<file path="config.mk">
export PLATFORM = sky130hd
export DESIGN_NAME = decodificador_7seg_bcd
export DESIGN_NICKNAME = d
export VERILOG_FILES = /design/src/rtl/decodificador_7seg_bcd_pkg.sv /design/src/rtl/decodificador_7seg_bcd_tabla.sv /design/src/rtl/decodificador_7seg_bcd.sv
export SDC_FILE = /design/constraint.sdc
export NUM_CORES = 1
export LEC_CHECK = 0
export BUFFER_PORTS_ARGS = -buffer_cell sky130_fd_sc_hd__buf_2
export CAP_MARGIN = 20
export CORE_AREA = 2 2 78 80
export CTS_BUF_LIST = sky130_fd_sc_hd__clkbuf_8
export DETAILED_ROUTE_END_ITERATION = 12
export DIE_AREA = 0 0 80 82
export GPL_TIMING_DRIVEN = 0
export PLACE_DENSITY = 0.77
export SETUP_SLACK_MARGIN = 0.2
export SLEW_MARGIN = 20
export SYNTH_ARGS = -nofsm -noshare
export SYNTH_HDL_FRONTEND = slang
export SYNTH_SLANG_ARGS = --single-unit
</file>
<file path="constraint.sdc">
create_clock -name clk -period 3.3 [get_ports clk]
set_input_delay 0.165 -clock clk [delete_from_list [all_inputs] [get_ports clk]]
set_output_delay 0.165 -clock clk [all_outputs]
set_load 0.005 [all_outputs]
</file>
<file path="src/rtl/decodificador_7seg_bcd_pkg.sv">
// ============================================================================
//  Module   : decodificador_7seg_bcd_pkg
//  Purpose  : Shared segment codes, blank/error BCD codes and filter FSM states.
//  Revision : 1.0 - initial release
// ============================================================================
`default_nettype none

package decodificador_7seg_bcd_pkg;

    // Segment codes, bits [6:0] = a..g, active-low (0 = lit)
    localparam logic [6:0] CERO    = 7'b0000001;
    localparam logic [6:0] UNO     = 7'b1001111;
    localparam logic [6:0] DOS     = 7'b0010010;
    localparam logic [6:0] TRES    = 7'b0000110;
    localparam logic [6:0] CUATRO  = 7'b1001100;
    localparam logic [6:0] CINCO   = 7'b0100100;
    localparam logic [6:0] SEIS    = 7'b0100000;
    localparam logic [6:0] SIETE   = 7'b0001111;
    localparam logic [6:0] OCHO    = 7'b0000000;
    localparam logic [6:0] NUEVE   = 7'b0000100;
    localparam logic [6:0] APAGADO = 7'b1111111;

    localparam logic [3:0] BCD_BLANCO = 4'hF;
    localparam logic [3:0] BCD_ERROR  = 4'hF;

    typedef enum logic [1:0] {
        ESPERA   = 2'd0,
        CUENTA   = 2'd1,
        RETENIDO = 2'd2
    } estado_t;

endpackage

`default_nettype wire

</file>
<file path="src/rtl/decodificador_7seg_bcd_tabla.sv">
// ============================================================================
//  Module   : tabla_7seg_bcd
//  Purpose  : Combinational lookup, 7-bit segment pattern -> {bcd, apagado, error}.
//  Revision : 1.0 - initial release
// ============================================================================
`default_nettype none

module tabla_7seg_bcd
    import decodificador_7seg_bcd_pkg::*;
(
    input  logic [6:0] patron,
    output logic [3:0] bcd,
    output logic       apagado,
    output logic       error
);

    always_comb begin
        bcd     = BCD_ERROR;
        apagado = 1'b0;
        error   = 1'b0;
        case (patron)
            CERO:    bcd = 4'd0;
            UNO:     bcd = 4'd1;
            DOS:     bcd = 4'd2;
            TRES:    bcd = 4'd3;
            CUATRO:  bcd = 4'd4;
            CINCO:   bcd = 4'd5;
            SEIS:    bcd = 4'd6;
            SIETE:   bcd = 4'd7;
            OCHO:    bcd = 4'd8;
            NUEVE:   bcd = 4'd9;
            APAGADO: begin
                bcd     = BCD_BLANCO;
                apagado = 1'b1;
            end
            default: error = 1'b1;
        endcase
    end

endmodule

`default_nettype wire

</file>
<file path="src/rtl/decodificador_7seg_bcd.sv">
// ============================================================================
//  Module   : decodificador_7seg_bcd
//  Purpose  : Glitch-filtered readback of a multiplexed active-low 7-segment bus
//             into per-digit BCD registers. Optional: DECOD7SEG_PUNTO_EN (dp).
//  Revision : 1.0 - initial release
// ============================================================================
`default_nettype none

module decodificador_7seg_bcd
    import decodificador_7seg_bcd_pkg::*;
#(
    parameter int N_DIGITOS = 4,
    parameter int ESTABLE   = 3
) (
    input  logic                   clk,
    input  logic                   reset,
    input  logic [N_DIGITOS-1:0]   anodo,
    input  logic [7:0]             segmentos,
    output logic [4*N_DIGITOS-1:0] bcd,
    output logic [N_DIGITOS-1:0]   apagado,
    output logic [N_DIGITOS-1:0]   error,
    output logic [N_DIGITOS-1:0]   punto,
    output logic                   nuevo,
    output logic                   barrido
);

    localparam int             c_cw       = $clog2(ESTABLE + 1);
    localparam int             c_kw       = N_DIGITOS + 8;
    localparam logic [c_cw-1:0] c_cnt_uno = c_cw'(1);
    localparam logic [c_cw-1:0] c_cnt_max = c_cw'(ESTABLE);

    logic [c_kw-1:0]      r_sync;
    logic [c_kw-1:0]      r_muestra;
    logic [c_kw-1:0]      r_previa;
    estado_t              r_estado;
    logic [c_cw-1:0]      r_cnt;
    logic [N_DIGITOS-1:0] r_mascara;

    logic [N_DIGITOS-1:0] w_an;
    logic [c_kw-1:0]      w_clave;
    logic                 w_valida;
    logic                 w_igual;
    logic                 w_reinicio;
    logic                 w_commit;
    logic [c_cw-1:0]      w_cnt_inc;
    logic [N_DIGITOS-1:0] w_sel;
    logic [N_DIGITOS-1:0] w_mascara_sig;
    logic                 w_completo;
    logic                 w_cambio;
    logic [3:0]           w_dec_bcd;
    logic                 w_dec_ap;
    logic                 w_dec_er;
    logic                 w_punto;

    // Two-flop synchronizer; idles at all-ones so reset looks like a blank bus
    always_ff @(posedge clk) begin
        if (reset) begin
            r_sync    <= '1;
            r_muestra <= '1;
        end else begin
            r_sync    <= {anodo, segmentos};
            r_muestra <= r_sync;
        end
    end

    assign w_an = r_muestra[c_kw-1:8];

`ifdef DECOD7SEG_PUNTO_EN
    assign w_clave = r_muestra;
    assign w_punto = ~r_muestra[0];
`else
    // dp forced off so a dp-only change is not a new sample
    assign w_clave = r_muestra | {{(c_kw-1){1'b0}}, 1'b1};
    assign w_punto = 1'b0;
`endif

    assign w_valida   = $onehot(~w_an);
    assign w_igual    = (w_clave == r_previa);
    assign w_cnt_inc  = (r_cnt == c_cnt_max) ? r_cnt : r_cnt + c_cnt_uno;
    assign w_reinicio = w_valida && ((r_estado == ESPERA) || !w_igual);
    assign w_commit   = (w_reinicio && (c_cnt_uno == c_cnt_max)) ||
                        (w_valida && w_igual && (r_estado == CUENTA) && (w_cnt_inc == c_cnt_max));

    always_ff @(posedge clk) begin
        if (reset) begin
            r_estado <= ESPERA;
            r_cnt    <= '0;
            r_previa <= '1;
        end else begin
            r_previa <= w_clave;
            if (!w_valida) begin
                r_estado <= ESPERA;
                r_cnt    <= '0;
            end else if (w_reinicio) begin
                r_cnt    <= c_cnt_uno;
                r_estado <= w_commit ? RETENIDO : CUENTA;
            end else if (r_estado == CUENTA) begin
                r_cnt    <= w_cnt_inc;
                r_estado <= w_commit ? RETENIDO : CUENTA;
            end
        end
    end

    tabla_7seg_bcd u_tabla (
        .patron  (r_muestra[7:1]),
        .bcd     (w_dec_bcd),
        .apagado (w_dec_ap),
        .error   (w_dec_er)
    );

    assign w_sel         = ~w_an & {N_DIGITOS{w_commit}};
    assign w_mascara_sig = r_mascara | w_sel;
    assign w_completo    = w_commit && (&w_mascara_sig);

    always_comb begin
        w_cambio = 1'b0;
        for (int i = 0; i < N_DIGITOS; i++) begin
            if (w_sel[i] && ({bcd[4*i +: 4], apagado[i], error[i], punto[i]} !=
                             {w_dec_bcd, w_dec_ap, w_dec_er, w_punto}))
                w_cambio = 1'b1;
        end
    end

    always_ff @(posedge clk) begin
        if (reset) begin
            bcd       <= '1;
            apagado   <= '1;
            error     <= '0;
            punto     <= '0;
            nuevo     <= 1'b0;
            barrido   <= 1'b0;
            r_mascara <= '0;
        end else begin
            nuevo     <= w_cambio;
            barrido   <= w_completo;
            r_mascara <= w_completo ? '0 : w_mascara_sig;
            for (int i = 0; i < N_DIGITOS; i++) begin
                if (w_sel[i]) begin
                    bcd[4*i +: 4] <= w_dec_bcd;
                    apagado[i]    <= w_dec_ap;
                    error[i]      <= w_dec_er;
                    punto[i]      <= w_punto;
                end
            end
        end
    end

endmodule

`default_nettype wire

</file>
## Yosys cells after proc, flatten, opt, wreduce, memory -nomap -nowiden

Cells that the tools add are included.

| word-level totals | value |
|---|---|
| output and inout port bits | 30 |
| register bits | 70 |
| bits of input ports | 14 |

| cells by class | value |
|---|---|
| muxes and demuxes | 13 |
| eq/ne operators | 19 |
| bitwise logic cells | 4 |
| add/subtract/negate cells | 4 |
| reductions and logical operators | 19 |

Operators with widths:

| kind | count |
|---|---|
| $pmux W4 S10 | 1 |
| $ne A6 B6 Y1 | 4 |
| $eq A7 B7 Y1 const B | 3 |
| $eq A7 B3 Y1 const B | 2 |
| $eq A7 B6 Y1 const B | 2 |
| $eq A12 B12 Y1 | 1 |
| $reduce_or A11 Y1 | 1 |
| $logic_and A1 B1 Y1 | 9 |
| $mux W1 | 8 |
| $mux W2 | 4 |
| $eq A7 B1 Y1 const B | 1 |
| $eq A7 B4 Y1 const B | 1 |
| $eq A7 B5 Y1 const B | 1 |
| $logic_not A7 Y1 | 1 |
| $add A1 B1 Y2 | 2 |
| $and A4 B4 Y4 | 1 |
| $eq A2 B2 Y1 const B | 2 |
| $not A4 Y4 | 1 |
| $or A4 B4 Y4 | 1 |
| $reduce_and A4 Y1 | 1 |
| $reduce_or A2 Y1 | 2 |
| $add A2 B2 Y3 | 1 |
| $eq A3 B1 Y1 const B | 1 |
| $reduce_or A3 Y1 | 1 |
| 7 further kinds | 7 |

## Logic depth before layout (Yosys ltp)

Gate-level depths: netlist (run 1).

| depth | value |
|---|---|
| depth after elaboration | 13 |
| mapped depth | 11 |
| gate-level depth less buffers | 9 |

## Hierarchy

A second synthesis (run 1) with hierarchy kept.

| second synthesis, totals | value |
|---|---|
| cell total of the unflattened synthesis | 319 |
| area total of the unflattened synthesis | 3,054.2 um^2 |

Modules (own cells, without submodules):

| module | cells an instance | instances | area an instance (um^2) |
|---|---|---|---|
| decodificador_7seg_bcd | 280 | 1 | 2,766.4 |
| tabla_7seg_bcd | 39 | 1 | 287.8 |

## Least setup slack after synthesis (run 1)

OpenSTA, ideal clock, no wires.

| path | value |
|---|---|
| path type | reg2reg |
| start point | register r_muestra[8] |
| end point | register bcd[3] |
| stages on the path, launching flop included | 12 |
| data arrival time | 2,758 ps |
| path buffers | 2 |
| path slack | 423 ps |
| cells stage by stage | dfxtp_1 > fa_1 > inv_1 > ha_1 > ha_1 > nor3b_1 > nand4_1 > clkbuf_1 > nand2b_1 > clkbuf_1 > and2_1 > a211o_1 |

| on the way | value |
|---|---|
| cells in the longest elaborated chain, start to end | 8 |

RTL lines:

| element | RTL line | source |
|---|---|---|
| start, declared | decodificador_7seg_bcd.sv:33 | `logic [c_kw-1:0] r_muestra;` |
| start signal, assigned | decodificador_7seg_bcd.sv:62 | `r_muestra <= r_sync;` |
| $not A4 Y4 | decodificador_7seg_bcd.sv:77, decodificador_7seg_bcd.sv:111 |  |
| $add A1 B1 Y2 (not written as such) | decodificador_7seg_bcd.sv:77 | `assign w_valida = $onehot(~w_an);` |
| $add A2 B2 Y3 (not written as such) | decodificador_7seg_bcd.sv:77 |  |
| $eq A3 B1 Y1 | decodificador_7seg_bcd.sv:77 |  |
| $logic_and A1 B1 Y1 (3 in series) | decodificador_7seg_bcd.sv:82 | `(w_valida && w_igual && (r_estado == CUENTA) && (w_cnt_inc == c_cnt_max));` |
| $and A4 B4 Y4 * | decodificador_7seg_bcd.sv:111 | `assign w_sel = ~w_an & {N_DIGITOS{w_commit}};` |
| end signal, assigned by index | decodificador_7seg_bcd.sv:139 | `bcd[4*i +: 4] <= w_dec_bcd;` |
| end, declared | decodificador_7seg_bcd.sv:19 | `output logic [4*N_DIGITOS-1:0] bcd,` |

Every way passes the cells marked *; elsewhere a longest branch is shown, timed or not.
A chain may end at the register's enable or synchronous reset.

## Worst setup path in the final report (run 1)

| path | value |
|---|---|
| start point | register r_muestra[8] |
| end point | register apagado[1] |

| on the way | value |
|---|---|
| cells in the longest elaborated chain, start to end | 8 |

RTL lines:

| element | RTL line | source |
|---|---|---|
| $not A4 Y4 | decodificador_7seg_bcd.sv:77 |  |
| $add A1 B1 Y2 (not written as such) | decodificador_7seg_bcd.sv:77 |  |
| $add A2 B2 Y3 (not written as such) | decodificador_7seg_bcd.sv:77 |  |
| $eq A3 B1 Y1 | decodificador_7seg_bcd.sv:77 |  |
| $logic_and A1 B1 Y1 * (3 in series) | decodificador_7seg_bcd.sv:82 |  |
| $and A4 B4 Y4 * | decodificador_7seg_bcd.sv:111 |  |
| end signal, assigned by index | decodificador_7seg_bcd.sv:140 | `apagado[i] <= w_dec_ap;` |
| end, declared | decodificador_7seg_bcd.sv:20 | `output logic [N_DIGITOS-1:0] apagado,` |

Marked as above.

==> results.cfg, run 1 <==
[cts]
cts.sinks = 67
cts_buffers = 9
path_clk_slew_ns = 0.08
cts_root_buf = clkbuf_8
h-tree-depth = 3
cts_tree = yes
worstSkewPairLatency_ns = 0.35
clk_path_buf_depth = 2

[timing]
setup_viol = 0
maxSlewHeadroom_pct = 45.1
tightest_slew_ns = 0.818
fmax_ghz = 0.344
rsz0062_at_grt = no
setup_ws_ns = 0.392
fin_crit_sh_pct = 88.1
finalHoldViolCount = 0
drv_slew = 0
worst_clock_skew_ns = 0.00954
tns_ns = 0
fin_crit_ns = 2.91

[floorplan]
die_h_um = 82
start_util_pct = 52.6
rows = 28
coreArea_um2 = 5750
num_io_pins = 44
die-area_um2 = 6560
die_w_um = 80

[global_routing]
antenna_found_initial = 0
first_global_vias = 2254
grt_max_degree = 14
grt-ovfl-total = 0
grt_usage_pct = 21.3
grt_pass1_wl_mm = 10.6

[synth]
async_reset_ff_share_pct = 0
yosysWarnings = 0
yosysTopAreaCellShare_pct = 44.4
synth_edf_count = 0
ys_ff_latch = 67
syn_area_um2 = 3020
synth.most_common_cell = dfxtp_1
syn_area_per_cell_um2 = 9.11
synthTopCellsByArea = dfxtp_1 44%, or2_2 7.0%, a211o_1 5.8%
synth_common_cells = 67 x dfxtp_1, 34 x or2_2, 24 x nor2_1
synth_flop_cell = dfxtp_1
synth_cell_types = 49
yosysTopAreaCell = dfxtp_1
synth_cells = 332
seq_area_frac_synth_pct = 44.4

[worst_setup_path]
path_max_fanout = 10
max_stage_delay_ns = 0.55
startpoint_type = flop
path_cells = fa_1 > inv_1 > ha_1 > ha_1 > nor3b_4 > nand4_1 > buf_4 > nand2b_1 > clkbuf_2 > and2_1 > a211o_1
cp_common_cell = ha_1
crit_required_ns = 3.53
cp_num_buf_inv = 3
arrival_ns = 3.14
path_class = flop to flop
cp_top_family = adder cells
critPathCaptureType = flop
slowest_stage = fa_1

[finish]
drive_above_1_share_pct = 25.5
diodes = 0
num-fill-cells = 512
nets = 412
fin_area_um2 = 3650
area_growth_pct = 20.7
fin_cells = 475

[placement]
dpl.hpwl_mm = 4.54
dp_worst_setup_slack_ns = 0.0417
finalWeightedCongestion = 0.886
place_inst = 447
portBuffers = 37
place_area_um2 = 3310

[route]
drt_iter0_drc = 134
first_pass_iters = 5
ant_nets = 0
vias = 2535
viasPerCell = 5.34
wl_per_cell_um = 13.7
drc = 0
wl_mm = 6.49

[power_and_ir_drop]
p_per_area_nw_per_um2 = 450
p_leak_nw = 1.43
power_mw = 1.64
peakVddDrop_mv = 0.351

[run_status]
status = finished clean

[worst_hold_path]
hold_class = primary input to flop

[flow_run]
maxCapViolations = 0
-- final timing paths --
check	startpoint	endpoint	slack, ns	cells past startpoint
worst min register to register	r_sync[6]	r_muestra[6]	0.41	1
worst min-delay path	reset	r_cnt[0]	0.35	3
worst max register to register	r_muestra[8]	apagado[1]	0.39	11
worst max-delay path	r_muestra[8]	apagado[1]	0.39	11
-- worst min-delay path, stage by stage --
cell and delay (ns):
clkbuf_1 0.15, nand2b_1 0.22, a21oi_1 0.12
-- through the flow --
step	hold WS, ns	utilization, %
after global routing	0.418	63.5
after CTS	0.340	63.2
after detailed placement	0.350	57.7
final	0.351	63.5
after global placement	0.346	57.7
after floorplan	0.269	-
-- cell usage in the layout (no fill, tap or decap), types with 5 or more instances in the layout --
cell type / netlist / routed
a31oi_1: 7 / 7
and2_1: 7 / 7
buf_4: 4 / 6
nor3_1: 9 / 9
xnor2_1: 20 / 20
dlygate4sd3_1: 0 / 11
or2_2: 34 / 34
a211o_1: 20 / 20
buf_2: 3 / 41
nand2_1: 17 / 17
nor2_1: 24 / 24
dfxtp_1: 67 / 67
nand3_1: 5 / 5
inv_1: 9 / 10
nand2b_1: 5 / 5
clkbuf_1: 19 / 16
xor2_1: 5 / 5
a21oi_1: 11 / 11
clkbuf_8: 0 / 9
-- kinds of logic after synthesis --
family                   count (synthesis)  share of synthesized area (%)
AO/OA/AOI/OAI                           70                           17.2
XOR/XNOR                                25                           7.24
adder cells (fa/ha/maj)                  3                           1.49
buffers and inverters                   37                           5.71
flip-flops                              67                           44.4
other                                    1                          0.124
AND/OR/NAND/NOR                        129                           23.9
-- final cells by class --
type	instances	area, µm²	area share (%)
buffer	28	145	3.98
clock buffer	9	124	3.39
tap	75	93.8	2.57
clock inverter	7	76.3	2.09
sequential	67	1340	36.8
multi-input combinational	231	1530	42.0
inverter	9	33.8	0.926
timing repair buffer	49	303	8.30
-- timing repair --
| action | in CTS | in global routing |
|---|---|---|
| endpoints found under the hold margin | 11 | 0 |
| pin swaps | 0 | 2 |
| setup buffers | 0 | 1 |
| endpoints found under the setup margin | 10 | 11 |
| resized for setup | 2 | 9 |
| hold buffers | 11 | 0 |
-- flip-flops by register name (all words and copies together), names as in the netlist --
| name | count |
|---|---|
| bcd | 16 |
| barrido | 1 |
| r_mascara | 4 |
| r_cnt | 2 |
| nuevo | 1 |
| r_estado | 2 |
| apagado | 4 |
| r_muestra | 11 |
| r_sync | 11 |
| r_previa | 11 |
| error | 4 |
-- power by group --
group | internal [mW] | total (mW) | switching, mW
sequential | 0.826 | 0.835 | 0.00938
clock | 0.353 | 0.680 | 0.326
combinational | 0.0623 | 0.128 | 0.0654
total | 1.24 | 1.64 | 0.401
-- routing by layer --
layer	GRT usage (%)	routed length (µm)	vias up	share of wire, %
li1	-	-	1279	-
met1	26.9	2980	1199	46
met2	34.8	3140	45	48
met3	7.03	272	12	4.2
met4	6.78	106	0	1.6
met5	0	0	-	0
(Power assumes the default switching activity.)
==> run 2, diff against run 1 <==
Settings changed: CORE_AREA 2 2 78 80 to 5 5 81 83, DIE_AREA 0 0 80 82 to 0 0 86 88, PLACE_DENSITY 0.77 to 0.75, TNS_END_PERCENT set to 20.
==> run 2 against run 1 <==
Compared with the run above: cell area up 0.38%; power rose by 1.9%; flip-flop and latch count is the same; critical path depth did not move; wire length up 5.2%; setup slack lost 0.030 ns; core utilization decreased by 0.15 points; critical endpoint is now apagado[0].
==> results.cfg, run 2 (same netlist as run 1, synthesis figures left out) <==
[run_status]
status = finished clean

[global_routing]
grt_usage_pct = 19.0
grt_max_degree = 15
grt-ovfl-total = 0
first_global_vias = 2272
antenna_found_initial = 0
grt_pass1_wl_mm = 11.1

[timing]
drv_slew = 0
maxSlewHeadroom_pct = 63.3
finalHoldViolCount = 0
hold_ws_ns = 0.0115
tightest_slew_ns = 0.547
worst_clock_skew_ns = 0.00949
fin_crit_sh_pct = 89.0
setup_viol = 0
rsz0062_at_grt = no
fin_crit_ns = 2.94
fmax_ghz = 0.340

[cts]
cts_root_buf = clkbuf_8
cts_tree = yes
cts.sinks = 67
h-tree-depth = 3
cts_buffers = 9
clk_path_buf_depth = 2
path_clk_slew_ns = 0.08
worstSkewPairLatency_ns = 0.35

[worst_setup_path]
startpoint_type = flop
r2r_cells = 11
reg2reg_from = r_muestra[8]
path_max_fanout = 10
path_class = flop to flop
crit_required_ns = 3.53
reg2reg_setup_slack_ns = 0.36
timing.rr.end = apagado[0]
critPathCaptureType = flop
arrival_ns = 3.17

[finish]
final_common_cell = dfxtp_1
largest_register_ffs = 16
layout_common_cells = 67 x dfxtp_1, 41 x buf_2, 34 x or2_2
fin_cells = 475
drive_above_1_share_pct = 26.5
num-fill-cells = 486
area_growth_pct = 21.1
diodes = 0
regMostFlops = bcd
nets = 412

[power_and_ir_drop]
internal-power_mw = 1.25
p_per_area_nw_per_um2 = 457
p_seq_share_pct = 49.8
peakVddDrop_mv = 0.432
p_comb_share_pct = 7.9
net-switching-power_mw = 0.423
p_sw_share_pct = 25.2
p_leak_nw = 1.44
p_clk_share_pct = 42.3

[flow_run]
maxCapViolations = 0

[floorplan]
die_h_um = 88
coreArea_um2 = 5780
start_util_pct = 52.3
die-area_um2 = 7570
die_w_um = 86
num_io_pins = 44
rows = 28

[route]
viasPerCell = 5.38
ant_nets = 0
drt_iter0_drc = 169
wl_per_cell_um = 14.4
vias = 2557
drc = 0
first_pass_iters = 4
wl_mm = 6.83

[worst_hold_path]
min_from = segmentos[3]
min_path_cells = 2
hold_class = primary input to flop
hold_path_end = r_sync[3]

[placement]
dpl.hpwl_mm = 4.68
place_inst = 447
portBuffers = 37
finalWeightedCongestion = 0.894
run 2: cell types whose count changed in the layout (fill, tap and decap cells not counted):
cell           previous run  this run
inv_1                    10         9
clkinvlp_4                1         0
inv_6                     2         4
nor3_1                    9         8
o41ai_2                   0         1
clkbuf_2                  1         2
o41ai_1                   4         3
nor3_2                    0         1
dlygate4sd3_1            11        10
run 2: power by group through the flow:
stage	Sequential, mW	Combinational [mW]	Clock [mW]
after CTS	0.835	0.124	0.721
after floorplan	0.851	0.0848	0
after global routing	0.837	0.147	0.766
after global placement	0.853	0.109	0
after detailed placement	0.854	0.111	0
final	0.835	0.132	0.708
run 2: cell type report:
type | count | area [µm²] | area share (%)
Multi-Input combinational cell | 231 | 1550 | 42.2
Buffer | 28 | 143 | 3.89
Tap cell | 75 | 93.8 | 2.56
Sequential cell | 67 | 1340 | 36.6
Inverter | 9 | 33.8 | 0.922
Timing Repair Buffer | 49 | 300 | 8.20
Clock buffer | 9 | 124 | 3.38
Clock inverter | 7 | 82.6 | 2.25
run 2: per-stage QoR:
step           instance area, µm²  TNS, ns  total power [mW]  utilization (%)  worst slack [ns]
3_3_place_gp                 3310        0             0.962             57.3            0.0459
6_report                     3660        0              1.67             63.4             0.362
2_1_floorplan                3040        0             0.936                -             0.423
5_1_grt                      3660        0              1.75             63.4             0.204
3_5_place_dp                 3310   -0.187             0.965             57.3           -0.0526
4_1_cts                      3630        0              1.68             62.9             0.199
run 2: worst max-delay path: stages (launching register included):
cell and delay [ns]:
dfxtp_1 0.38, fa_1 0.55, inv_1 0.04, ha_1 0.17
ha_1 0.30, nor3b_4 0.21, nand4_1 0.16, buf_2 0.22
nand2b_1 0.15, clkbuf_2 0.19, and2_0 0.19, a211o_1 0.26
run 2: worst max-delay path by stage:
stage	startpoint	cells past startpoint	slack (ns)	to
after floorplan	r_muestra[8]	11	0.42	bcd[3]
after global placement	r_muestra[8]	11	0.05	bcd[7]
after detailed placement	r_muestra[8]	11	-0.05	apagado[1]
after CTS	r_muestra[8]	11	0.20	apagado[1]
after global routing	r_muestra[8]	11	0.20	bcd[7]
final	r_muestra[8]	11	0.36	apagado[0]
run 2: repair_timing:
| item | CTS | global route |
|---|---|---|
| hold endpoints to repair | 10 | 0 |
| resized for setup | 4 | 5 |
| hold buffers | 10 | 0 |
| setup endpoints to repair | 11 | 8 |
| setup buffers | 0 | 2 |
| pin swaps | 0 | 1 |
run 2: layer usage:
layer  up-vias  GRT usage (%)  share of wire (%)
li1       1277              -                  -
met1      1182           24.5                 44
met2        86           29.8                 47
met3        12           5.27                7.4
met4         0           8.35                1.8
met5         -              0                  0
==> run 3, diff against run 2 <==
Settings changed: RECOVER_POWER set to 50.
==> run 3 against run 2 <==
Compared with the run above: global-route usage is the same; sequential share of layout area grew 0.16 points; core utilization shrank 0.28 points; largest power group unchanged; clock-buffer cell count is the same; clock power is essentially flat; combinational power is essentially flat; wire length shrank 0.20%; fmax shrank 0.21%; non-clock buffer count is the same; power is essentially flat.
==> results.cfg, run 3 (same netlist as run 1, synthesis figures left out) <==
[run_status]
status = finished clean

[finish]
post-route-util_pct = 63.1
largest_register_ffs = 16
fin_cells = 475
area_growth_pct = 20.6
final_common_cell = dfxtp_1
multi_input_area_um2 = 1550
fin_area_um2 = 3650
regMostFlops = bcd
seq_area_um2 = 1340
num-fill-cells = 492
layout_common_cells = 67 x dfxtp_1, 34 x or2_2, 34 x buf_2
nets = 412
drive_above_1_share_pct = 24.5
diodes = 0

[power_and_ir_drop]
internal-power_mw = 1.25
p_leak_nw = 1.43
peakVddDrop_mv = 0.431
p_sw_share_pct = 25.3
power_mw = 1.67
p_per_area_nw_per_um2 = 459
p_clk_share_pct = 42.3
net-switching-power_mw = 0.423
p_comb_share_pct = 7.8
p_seq_share_pct = 49.9

[floorplan]
die-area_um2 = 7570
rows = 28
num_io_pins = 44
die_w_um = 86
die_h_um = 88
coreArea_um2 = 5780
start_util_pct = 52.3

[route]
wl_met2_mm = 3.24
top_layer_used = met4
drt_iter0_drc = 160
wl_mm = 6.82
wl_per_cell_um = 14.4
first_pass_iters = 5
drc = 0
met1_length_mm = 2.99
viasPerCell = 5.47
ant_nets = 0
vias = 2598
met3RoutedLength_um = 446

[timing]
fin_crit_ns = 2.94
setup_viol = 0
worst_clock_skew_ns = 0.00931
tightest_slew_ns = 0.564
rsz0062_at_grt = no
setup_ws_ns = 0.356
tns_ns = 0
finalHoldViolCount = 0
hold_ws_ns = 0.00955
fin_crit_sh_pct = 89.2
drv_slew = 0
maxSlewHeadroom_pct = 62.1
fmax_ghz = 0.340

[worst_setup_path]
critPathCaptureType = flop
crit_required_ns = 3.54
cp_common_cell = ha_1
reg2reg_setup_slack_ns = 0.36
startpoint_type = flop
cp_num_buf_inv = 3
timing.rr.end = apagado[1]
cp_num_cells = 11
max_stage_delay_ns = 0.55
reg2reg_from = r_muestra[8]
critPathLaunch = r_muestra[8]
crit_end = apagado[1]
path_max_fanout = 10
slowest_stage = fa_1
path_class = flop to flop
path_cells = fa_1 > inv_1 > ha_1 > ha_1 > nor3b_4 > nand4_1 > buf_2 > nand2b_1 > clkbuf_2 > and2_1 > a211o_1
cp_top_family = adder cells
r2r_cells = 11
arrival_ns = 3.18

[global_routing]
grt_max_degree = 15
grt_usage_pct = 19.0
grt_pass1_wl_mm = 11.1
grt-ovfl-total = 0
first_global_vias = 2272
antenna_found_initial = 0

[cts]
path_clk_slew_ns = 0.08
h-tree-depth = 3
cts_buffers = 9
cts_root_buf = clkbuf_8
cts.sinks = 67
clk_path_buf_depth = 2
worstSkewPairLatency_ns = 0.34
cts_tree = yes

[flow_run]
maxCapViolations = 0

[placement]
dpl.hpwl_mm = 4.68
dp_worst_setup_slack_ns = -0.0526
portBuffers = 37
place_inst = 447
finalWeightedCongestion = 0.894
place_area_um2 = 3310

[worst_hold_path]
hold_class = primary input to flop
run 3: cell count changes in the layout (fill, tap and decap cells not counted):
cell,before,now
clkbuf_1,16,24
buf_2,41,34
buf_6,2,1
run 3: power by group through the flow:
stage          clock network (mW)  registers, mW  logic, mW
3_5_place_dp                    0          0.854      0.111
5_1_grt                     0.766          0.837      0.146
2_1_floorplan                   0          0.851     0.0848
6_report                    0.709          0.835      0.131
4_1_cts                     0.721          0.835      0.124
3_3_place_gp                    0          0.853      0.109
run 3: area by class of cell:
class | count | area share [%]
well taps | 75 | 2.57
plain buffers | 28 | 3.67
clock buffers | 9 | 3.40
flip-flops and latches | 67 | 36.8
clock inverters | 7 | 2.26
multi-input cells | 231 | 42.4
inverters | 9 | 0.926
repair buffers | 49 | 8.03
run 3: worst min-delay path by stage:
stage	startpoint	endpoint	slack, ns	cells past startpoint
3_5_place_dp	anodo[0]	r_sync[8]	0.35	2
3_3_place_gp	segmentos[6]	r_sync[6]	0.35	2
5_1_grt	segmentos[3]	r_sync[3]	0.02	2
4_1_cts	segmentos[3]	r_sync[3]	0.002	2
2_1_floorplan	anodo[2]	r_sync[10]	0.27	1
6_report	segmentos[3]	r_sync[3]	0.01	2
run 3: per-layer routing:
layer	vias up	track usage (%)
li1	1279	-
met1	1199	24.5
met2	106	29.8
met3	14	5.27
met4	0	8.35
met5	-	0
run 3: timing repair:
action / 4_1_cts / 5_1_grt
hold endpoints to repair: 10 / 0
buffers inserted: 0 / 2
cloned: 0 / 0
pin swaps: 0 / 1
hold buffers: 10 / 0
setup endpoints to repair: 11 / 8
resized for setup: 4 / 5
